--- src/rtl/beep_sequencer_pkg.sv ---
// Shared definitions for the beep sequencer: state encoding, counter width
// and the hour-to-beep-count mapping used by the hourly chime.
package beep_sequencer_pkg;

  localparam int CNT_W = 8;

  // Chime count used for midnight/noon and any out-of-range hour value
  localparam logic [CNT_W-1:0] HOUR_MAP = CNT_W'(12);

  typedef enum logic [1:0] {
    ST_IDLE = 2'd0,
    ST_ON   = 2'd1,
    ST_OFF  = 2'd2
  } state_t;

  // Hour 0 and hours above 12 chime twelve times; 1..12 chime their own value
  function automatic logic [CNT_W-1:0] map_hour(input logic [3:0] h);
    if (h == 4'd0 || h > 4'd12) return HOUR_MAP;
    return CNT_W'(h);
  endfunction

endpackage

--- src/rtl/beep_sequencer_phase_timer.sv ---
// beep_phase_timer: counts tick strobes within one on/off phase.
// o_tc flags the tick that completes the phase (count reaches i_terminal).
// i_clear has priority over a tick in the same cycle, so a tick arriving in
// the cycle the phase changes is not carried into the next phase.
module beep_phase_timer
  import beep_sequencer_pkg::*;
(
  input  logic             clk,
  input  logic             rst,
  input  logic             i_clear,
  input  logic             i_tick,
  input  logic [CNT_W-1:0] i_terminal,
  output logic             o_tc
);

  logic [CNT_W-1:0] r_cnt;

  // Terminal tick: this tick brings the phase count up to i_terminal
  assign o_tc = i_tick && (r_cnt >= (i_terminal - CNT_W'(1)));

  // Tick counter, cleared on phase change, saturating instead of wrapping
  always_ff @(posedge clk) begin
    if (rst || i_clear) begin
      r_cnt <= '0;
    end else if (i_tick && (r_cnt != {CNT_W{1'b1}})) begin
      r_cnt <= r_cnt + CNT_W'(1);
    end
  end

endmodule

--- src/rtl/beep_sequencer.sv ---
// beep_sequencer: drives a beep controller with hourly chime and alarm
// patterns made of alternating on/off phases timed by tick strobes.
// Optional build macro BEEP_SEQUENCER_QUIET_EN adds input 'quiet' which
// suppresses new chimes (alarms still run).
module beep_sequencer
  import beep_sequencer_pkg::*;
#(
  parameter int ON_TICKS    = 4,
  parameter int OFF_TICKS   = 4,
  parameter int ALARM_BEEPS = 60
) (
  input  logic       clk,
  input  logic       rst,
  input  logic       tick,
  input  logic       chime_trig,
  input  logic [3:0] hour,
  input  logic       alarm_trig,
  input  logic       stop,
`ifdef BEEP_SEQUENCER_QUIET_EN
  input  logic       quiet,
`endif
  output logic       beep,
  output logic       beep_enabled,
  output logic       busy,
  output logic       alarm_active
);

  localparam logic [CNT_W-1:0] ON_T    = CNT_W'(ON_TICKS);
  localparam logic [CNT_W-1:0] OFF_T   = CNT_W'(OFF_TICKS);
  localparam logic [CNT_W-1:0] ALARM_N = CNT_W'(ALARM_BEEPS);

  state_t           r_state;
  logic [CNT_W-1:0] r_remaining;
  logic             r_beep;
  logic             r_beep_en;
  logic             r_busy;
  logic             r_alarm;

  logic             w_chime_req;
  logic             w_alarm_go;
  logic             w_chime_go;
  logic             w_tc;
  logic             w_phase_done;
  logic             w_clear;
  logic [CNT_W-1:0] w_terminal;

`ifdef BEEP_SEQUENCER_QUIET_EN
  assign w_chime_req = chime_trig && !quiet;
`else
  assign w_chime_req = chime_trig;
`endif

  // An alarm starts from idle or pre-empts a chime; a running alarm is not restarted
  assign w_alarm_go   = alarm_trig && !r_alarm;
  assign w_chime_go   = w_chime_req && (r_state == ST_IDLE);
  assign w_phase_done = w_tc && (r_state != ST_IDLE);

  // Every path that changes state also restarts the phase count
  assign w_clear    = stop || (r_state == ST_IDLE) || w_alarm_go || w_phase_done;
  assign w_terminal = (r_state == ST_OFF) ? OFF_T : ON_T;

  beep_phase_timer u_timer (
    .clk        (clk),
    .rst        (rst),
    .i_clear    (w_clear),
    .i_tick     (tick),
    .i_terminal (w_terminal),
    .o_tc       (w_tc)
  );

  // Pattern FSM with registered outputs; priority rst > stop > alarm > chime > phase end
  always_ff @(posedge clk) begin
    if (rst) begin
      r_state     <= ST_IDLE;
      r_remaining <= '0;
      r_beep      <= 1'b0;
      r_beep_en   <= 1'b0;
      r_busy      <= 1'b0;
      r_alarm     <= 1'b0;
    end else begin
      r_beep <= 1'b0;
      if (stop) begin
        r_state     <= ST_IDLE;
        r_remaining <= '0;
        r_beep_en   <= 1'b0;
        r_busy      <= 1'b0;
        r_alarm     <= 1'b0;
      end else if (w_alarm_go) begin
        r_state     <= ST_ON;
        r_remaining <= ALARM_N;
        r_beep      <= 1'b1;
        r_beep_en   <= 1'b1;
        r_busy      <= 1'b1;
        r_alarm     <= 1'b1;
      end else if (w_chime_go) begin
        r_state     <= ST_ON;
        r_remaining <= map_hour(hour);
        r_beep      <= 1'b1;
        r_beep_en   <= 1'b1;
        r_busy      <= 1'b1;
      end else if (w_phase_done) begin
        case (r_state)
          ST_ON: begin
            r_state   <= ST_OFF;
            r_beep_en <= 1'b0;
            if (r_remaining != '0) begin
              r_remaining <= r_remaining - CNT_W'(1);
            end
          end
          ST_OFF: begin
            if (r_remaining != '0) begin
              r_state   <= ST_ON;
              r_beep    <= 1'b1;
              r_beep_en <= 1'b1;
            end else begin
              r_state <= ST_IDLE;
              r_busy  <= 1'b0;
              r_alarm <= 1'b0;
            end
          end
          default: begin
            r_state <= ST_IDLE;
            r_busy  <= 1'b0;
            r_alarm <= 1'b0;
          end
        endcase
      end
    end
  end

  assign beep         = r_beep;
  assign beep_enabled = r_beep_en;
  assign busy         = r_busy;
  assign alarm_active = r_alarm;

endmodule

--- config.mk ---
export PLATFORM = sky130hd
export DESIGN_NAME = beep_sequencer
export DESIGN_NICKNAME = d
export VERILOG_FILES = /design/src/rtl/beep_sequencer_pkg.sv /design/src/rtl/beep_sequencer_phase_timer.sv /design/src/rtl/beep_sequencer.sv
export SDC_FILE = /design/constraint.sdc
export NUM_CORES = 1
export LEC_CHECK = 0
export CORE_MARGIN = 5
export CORE_UTILIZATION = 43
export DETAILED_ROUTE_END_ITERATION = 10
export GPL_TIMING_DRIVEN = 0
export SETUP_SLACK_MARGIN = 0.3
export SKIP_LAST_GASP = 1
export SYNTH_ARGS = -nofsm -noshare
export SYNTH_HDL_FRONTEND = slang
export SYNTH_SLANG_ARGS = --single-unit
--- constraint.sdc ---
create_clock -name clk -period 4.9 [get_ports clk]
set_clock_uncertainty 0.2 [all_clocks]
set_input_delay 0.49 -clock clk [delete_from_list [all_inputs] [get_ports clk]]
set_output_delay 0.49 -clock clk [all_outputs]
set_load 0.005 [all_outputs]
Word level (Yosys, flattened, before mapping). Index checks and enable logic that the tools add are counted.

Add/subtract/negate cells: 2. $lt $le $gt $ge: 2. Equal/unequal tests: 9. Mux-type cells: 34. Reduce and logical (&&, ||, !) cells: 31.

Operators with widths (number): $mux W8 (6); $mux W1 (24); $reduce_and A3 Y1 (4); $reduce_bool A2 Y1 (5); $reduce_bool A3 Y1 (3); $add A8 B1 Y8 const B (1); $ge A8 B2 Y1 const B (1); $ne A8 B8 Y1 const B (1); $reduce_bool A8 Y1 (1); $sub A8 B1 Y8 const B (1); $mux W6 (1); $ne A3 B3 Y1 const B (2); $logic_and A1 B1 Y1 (5); $logic_or A1 B1 Y1 (5); $gt A4 B4 Y1 const B (1); $logic_not A4 Y1 (1); $ne A2 B2 Y1 const B (2); $ne A4 B3 Y1 const B (1); $ne A4 B4 Y1 const B (1); $pmux W1 S2 (2); $pmux W2 S2 (1); $reduce_and A4 Y1 (1); $reduce_bool A4 Y1 (1); $reduce_or A4 Y1 (1); other kinds (6) (6).

Flip-flop bits (word level): 22. Input port bits: 10. Word-level logic and storage cells: 87.

Longest topological paths before layout.
Word-level depth: 10. Mapped depth: 6. Depth with buffers taken out: 6.

Cells and area by module. From an unflattened synthesis, not the netlist that was laid out.

Cells, all modules: 177. Area total of the unflattened synthesis: 1510.2 um^2.

Modules (own cells, without submodules): beep_sequencer (instances 1, cells each 95, area each 822.0 um^2); beep_phase_timer (instances 1, cells each 82, area each 688.2 um^2).

Worst setup path before layout. Ideal clock, no wire load.

Path type: reg2reg. From: register r_remaining[0]. To: register r_remaining[7]. Library setup time: 0.123 ns. Arrival time: 1.514 ns. Required time: 4.577 ns. Path slack: 3.063 ns. Cell stages (with the launch flop): 7. Path buffers: 0. Cell sequence: dfxtp_1 -> inv_1 -> ha_1 -> nor3b_1 -> a21boi_1 -> nand3_1 -> mux2_1.

Longest elaborated chain between the ends: 5. Elaborated cells on any way between the ends: 8.

RTL lines: from (decl) (RTL line beep_sequencer.sv:33) `logic [CNT_W-1:0] r_remaining;`; from (signal assigned) (RTL line beep_sequencer.sv:97) `r_remaining <= map_hour(hour);`; from (signal assigned) (RTL line beep_sequencer.sv:107) `r_remaining <= r_remaining - CNT_W'(1);`; $sub A8 B1 Y8 (RTL line beep_sequencer.sv:107); $mux W8 (RTL line beep_sequencer.sv:106) `if (r_remaining != '0) begin`; $mux W8 (RTL line beep_sequencer.sv:102) `case (r_state)`; $mux W8 (RTL line beep_sequencer.sv:101) `end else if (w_phase_done) begin`; $mux W8 (RTL line beep_sequencer.sv:95) `end else if (w_chime_go) begin`.

Parallel ways exist; a longest one is shown, timed or not. The select of a mux whose other input is x is not followed. A chain may end at the register's enable or synchronous reset.

Worst setup path in the final report.
From: input stop. To: register r_remaining[1].

Longest elaborated chain between the ends: 1.

RTL lines: from (decl) (RTL line beep_sequencer.sv:18) `input logic stop,`; $reduce_or A3 Y1 (no source line).

Every way passes these cells.

==> metrics.csv <==
stage,metric,value,unit
status,status,completed,
critical_path,WP data required,4950,ps
drt,drt total wl,2.97,mm
timing,Worst Tran Pin Value,497,ps
logic_synthesis,register area share after synthesis,35.3,%
logic_synthesis,Syn Area/Cell,8.49,µm²
timing,Final min period,2150,ps
logic_synthesis,"area leader, netlist",dfxtp_1,
floorplan,die height,63.9,µm
logic_synthesis,largest cells by area after synthesis,"dfxtp_1 (35%), ha_1 (6.0%), a21oi_1 (4.8%), nor2_1 (3.6%), nand2_1 (3.3%)",
timing,Tcrit/Tclk final,43.8,%
timing,setup TNS,0,ps
power,switching share of power,24.6,%
timing,RSZ-0062 raised after global routing,no,
logic_synthesis,Mapped Cells,147,
critical_path,CP Class,primary input to flop,
worst_hold_path,hold_sp,busy$_SDFFE_PP0P_,
critical_path,Worst Path Buf+Inv,2,
logic_synthesis,Compound-Gate Fraction of Synth Area,20.4,%
worst_hold_path,Hold Path End,busy$_SDFFE_PP0P_,
logic_synthesis,"Net Count, Synth",163,
power,Power Dens Cells,264,mW/mm²
floorplan,I/O pin cnt,14,
global_route,first-pass GRT wire length,5.16,mm
logic_synthesis,Yosys cell types,49,
critical_path,crit-path leading delay family,buffers and inverters,
drt,initial DRC count,87,
timing,Max Freq,0.466,GHz
global_route,antenna violations before repair,0,
critical_path,worst endpoint data arrival time,2200,ps
floorplan,# rows,19,
clock_network,hold_buf cts,0,
critical_path,Max stage delay on crit path,420,ps
timing,Worst slew margin,66.8,%
logic_synthesis,Post-Synth XOR/XNOR Area,1.40,%
critical_path,Worst setup SP type,primary input,
final_layout,"commonest non-fill, non-tap cell in the layout",dfxtp_1,
placed_design,port bufs,13,
power,Pwr Total,0.388,mW
power,switching pwr,0.0957,mW
final_layout,Antenna diodes,0,
timing,final setup fails,0,
clock_network,Sink Count,22,
floorplan,Die W,63.9,µm
critical_path,worst r2r dst,r_remaining[2]$_SDFFE_PP0P_,
placed_design,DP HPWL,2.30,mm
final_layout,"commonest non-fill, non-tap cells in the layout","dfxtp_1 (22), clkdlybuf4s50_1 (13), a21oi_1 (12), nor2_1 (12), nand2_1 (11)",
clock_network,CTS resizes,0,
power,Clk pwr share,36.8,%
final_layout,share of cells above drive strength 1,9.76,%
critical_path,R2R Path Start,r_state[0]$_SDFFE_PP0P_,
floorplan,DIE AREA,0.00408,mm²
logic_synthesis,number of synthesized register bits,22,
global_route,Tot GR Track Use,15.6,%
run,MaxCap Viol Count,0,
critical_path,reg2reg path depth,6,
global_route,largest net degree at the start of global routing,14,
timing,Pins Over Slew Limit,0,
clock_network,clk root buf,clkbuf_4,
logic_synthesis,Post-Syn Area,0.00125,mm²
critical_path,Critical Path Slowest Stage Cell,clkdlybuf4s50_1,
drt,Final ANT Viol Nets,0,
logic_synthesis,mux contribution to synthesized area,1.70,%
critical_path,critical-path cell list,clkdlybuf4s50_1 > nor2_1 > clkbuf_1 > nand3_1 > a31o_2 > o22ai_1,
power,Comb pwr share,14.8,%
power,Sequential Power Share,48.5,%
drt,total number of vias,1162,
logic_synthesis,main combinational cell family by area after synthesis,simple AND/OR/NAND/NOR gates,
critical_path,CP Capture Type,flop,
final_layout,P&R area growth vs syn,17.7,%
clock_network,# H-tree levels,1,
power,internal power,0.293,mW
clock_network,CTS tree,done,
drt,vias per cell,5.96,
drt,DR WL/cell,15.2,µm
clock_network,Post-CTS Setup Bufs,0,
drt,DR pass1 iterations,4,
power,maximum vdd drop,217,µV
critical_path,crit path max fanout,10,
timing,Hold Fails Final Rpt,0,
floorplan,Initial Utilization,44.9,%
power,leakage power,0.518,nW
worst_hold_path,Hold Crit Depth,2,
critical_path,R2R setup slack,2780,ps
clock_network,Max Buffers Root-to-Sink,2,
clock_network,clk slew on worst S/H paths,130,ps
logic_synthesis,top cell type's share of synthesized area,35.3,%
clock_network,Worst-Skew Late Latency,320,ps
global_route,vias in the first global route,1145,
drt,# DRC,0,
global_route,Congestion Overflow GR,0,
placed_design,final RePlAce weighted congestion,0.785,
final_layout,fin nets,181,
logic_synthesis,adder-cell area share of the yosys netlist,6.01,%
logic_synthesis,Synth Warn #,0,
clock_network,CTS Buf Count,3,
worst_hold_path,Min-Delay Path Class,flop to flop,
floorplan,core area,0.00278,mm²
logic_synthesis,Synth Area in Simple Gates,31.1,%
[through the flow]
stage | setup WS [ps] | hold slack (ps) | instances | cell area, µm² | utilization (%)
2_1_floorplan | 3060 | 246 | 147 | 1250 | -
3_3_place_gp | 2470 | 244 | 191 | 1420 | 51.0
3_5_place_dp | 2420 | 251 | 191 | 1420 | 51.0
4_1_cts | 2770 | 273 | 195 | 1470 | 52.9
5_1_grt | 2570 | 288 | 195 | 1470 | 52.9
6_report | 2750 | 263 | 195 | 1470 | 52.9
[synthesized netlist by cell type, drive strengths merged]
cell / instances
and4: 1
a221o: 1
and2: 4
nor4b: 1
o2bb2ai: 1
ha: 6
a211o: 1
a21boi: 1
o211ai: 2
or4: 1
a31o: 2
buf: 3
o21ai: 3
nor2b: 1
nor3b: 2
nand3: 8
a211oi: 4
and3: 4
nor2: 12
inv: 7
o41ai: 1
a31oi: 5
xnor2: 1
mux2i: 1
dfxtp: 22
a21oi: 12
nand4: 4
nand2b: 2
mux2: 1
xor2: 1
o31ai: 2
nor3: 8
a41oi: 1
nand2: 11
o22ai: 1
clkbuf: 1
nand3b: 1
or2: 1
nor4: 4
or3: 2
[routing by layer]
metal | GRT usage (%) | wire, µm
met5 | 0 | 0
met4 | 7.27 | 64
met3 | 4.20 | 90
met2 | 24.9 | 1380
met1 | 19.6 | 1440
[state kept, by name, summed over array words and instances, names as in the netlist]
signal / cells
beep_enabled: 1
u_timer.r_cnt: 8
r_state: 2
beep: 1
alarm_active: 1
busy: 1
r_remaining: 8
[tightest hold or removal path: stages (launching register included)]
cell,delay [ps]
dfxtp_1,340
nand2_1,50
o2bb2ai_1,50
[final cells by class]
class | count | area, µm²
plain buffers | 4 | 25.0
fillers | 273 | 1310
inverters | 7 | 26.3
clock inverters | 1 | 30.0
well taps | 31 | 38.8
repair buffers | 13 | 130
flip-flops and latches | 22 | 440
multi-input cells | 114 | 757
clock buffers | 3 | 22.5
[kinds of logic (layout without fill, tap and decap cells)]
| kind of cell | count (synthesis) | count (layout) |
|---|---|---|
| flip-flops | 22 | 22 |
| XOR/XNOR | 2 | 2 |
| AO/OA/AOI/OAI | 37 | 37 |
| multiplexers | 2 | 2 |
| AND/OR/NAND/NOR | 67 | 67 |
| buffers and inverters | 11 | 28 |
| adder cells (fa/ha/maj) | 6 | 6 |
[power groups by stage]
stage          clock network, mW  registers, mW  logic (mW)
2_1_floorplan                  0          0.192      0.0346
3_3_place_gp                   0          0.192      0.0553
3_5_place_dp                   0          0.192      0.0566
4_1_cts                    0.146          0.188      0.0569
5_1_grt                    0.157          0.189      0.0627
6_report                   0.143          0.188      0.0573
[how the worst max path moves through the flow]
stage | endpoint | start | slack [ps] | cells past startpoint
after global placement | r_remaining[1]$_SDFFE_PP0P_ | stop | 2470 | 6
after detailed placement | r_remaining[1]$_SDFFE_PP0P_ | stop | 2420 | 6
after floorplan | r_remaining[7]$_SDFFE_PP0P_ | r_remaining[0]$_SDFFE_PP0P_ | 3060 | 6
final | r_remaining[1]$_SDFFE_PP0P_ | stop | 2750 | 6
after global routing | r_remaining[2]$_SDFFE_PP0P_ | r_state[1]$_SDFFE_PP0P_ | 2570 | 6
after CTS | r_remaining[1]$_SDFFE_PP0P_ | stop | 2770 | 6
Power figures use the tool's default switching activity.
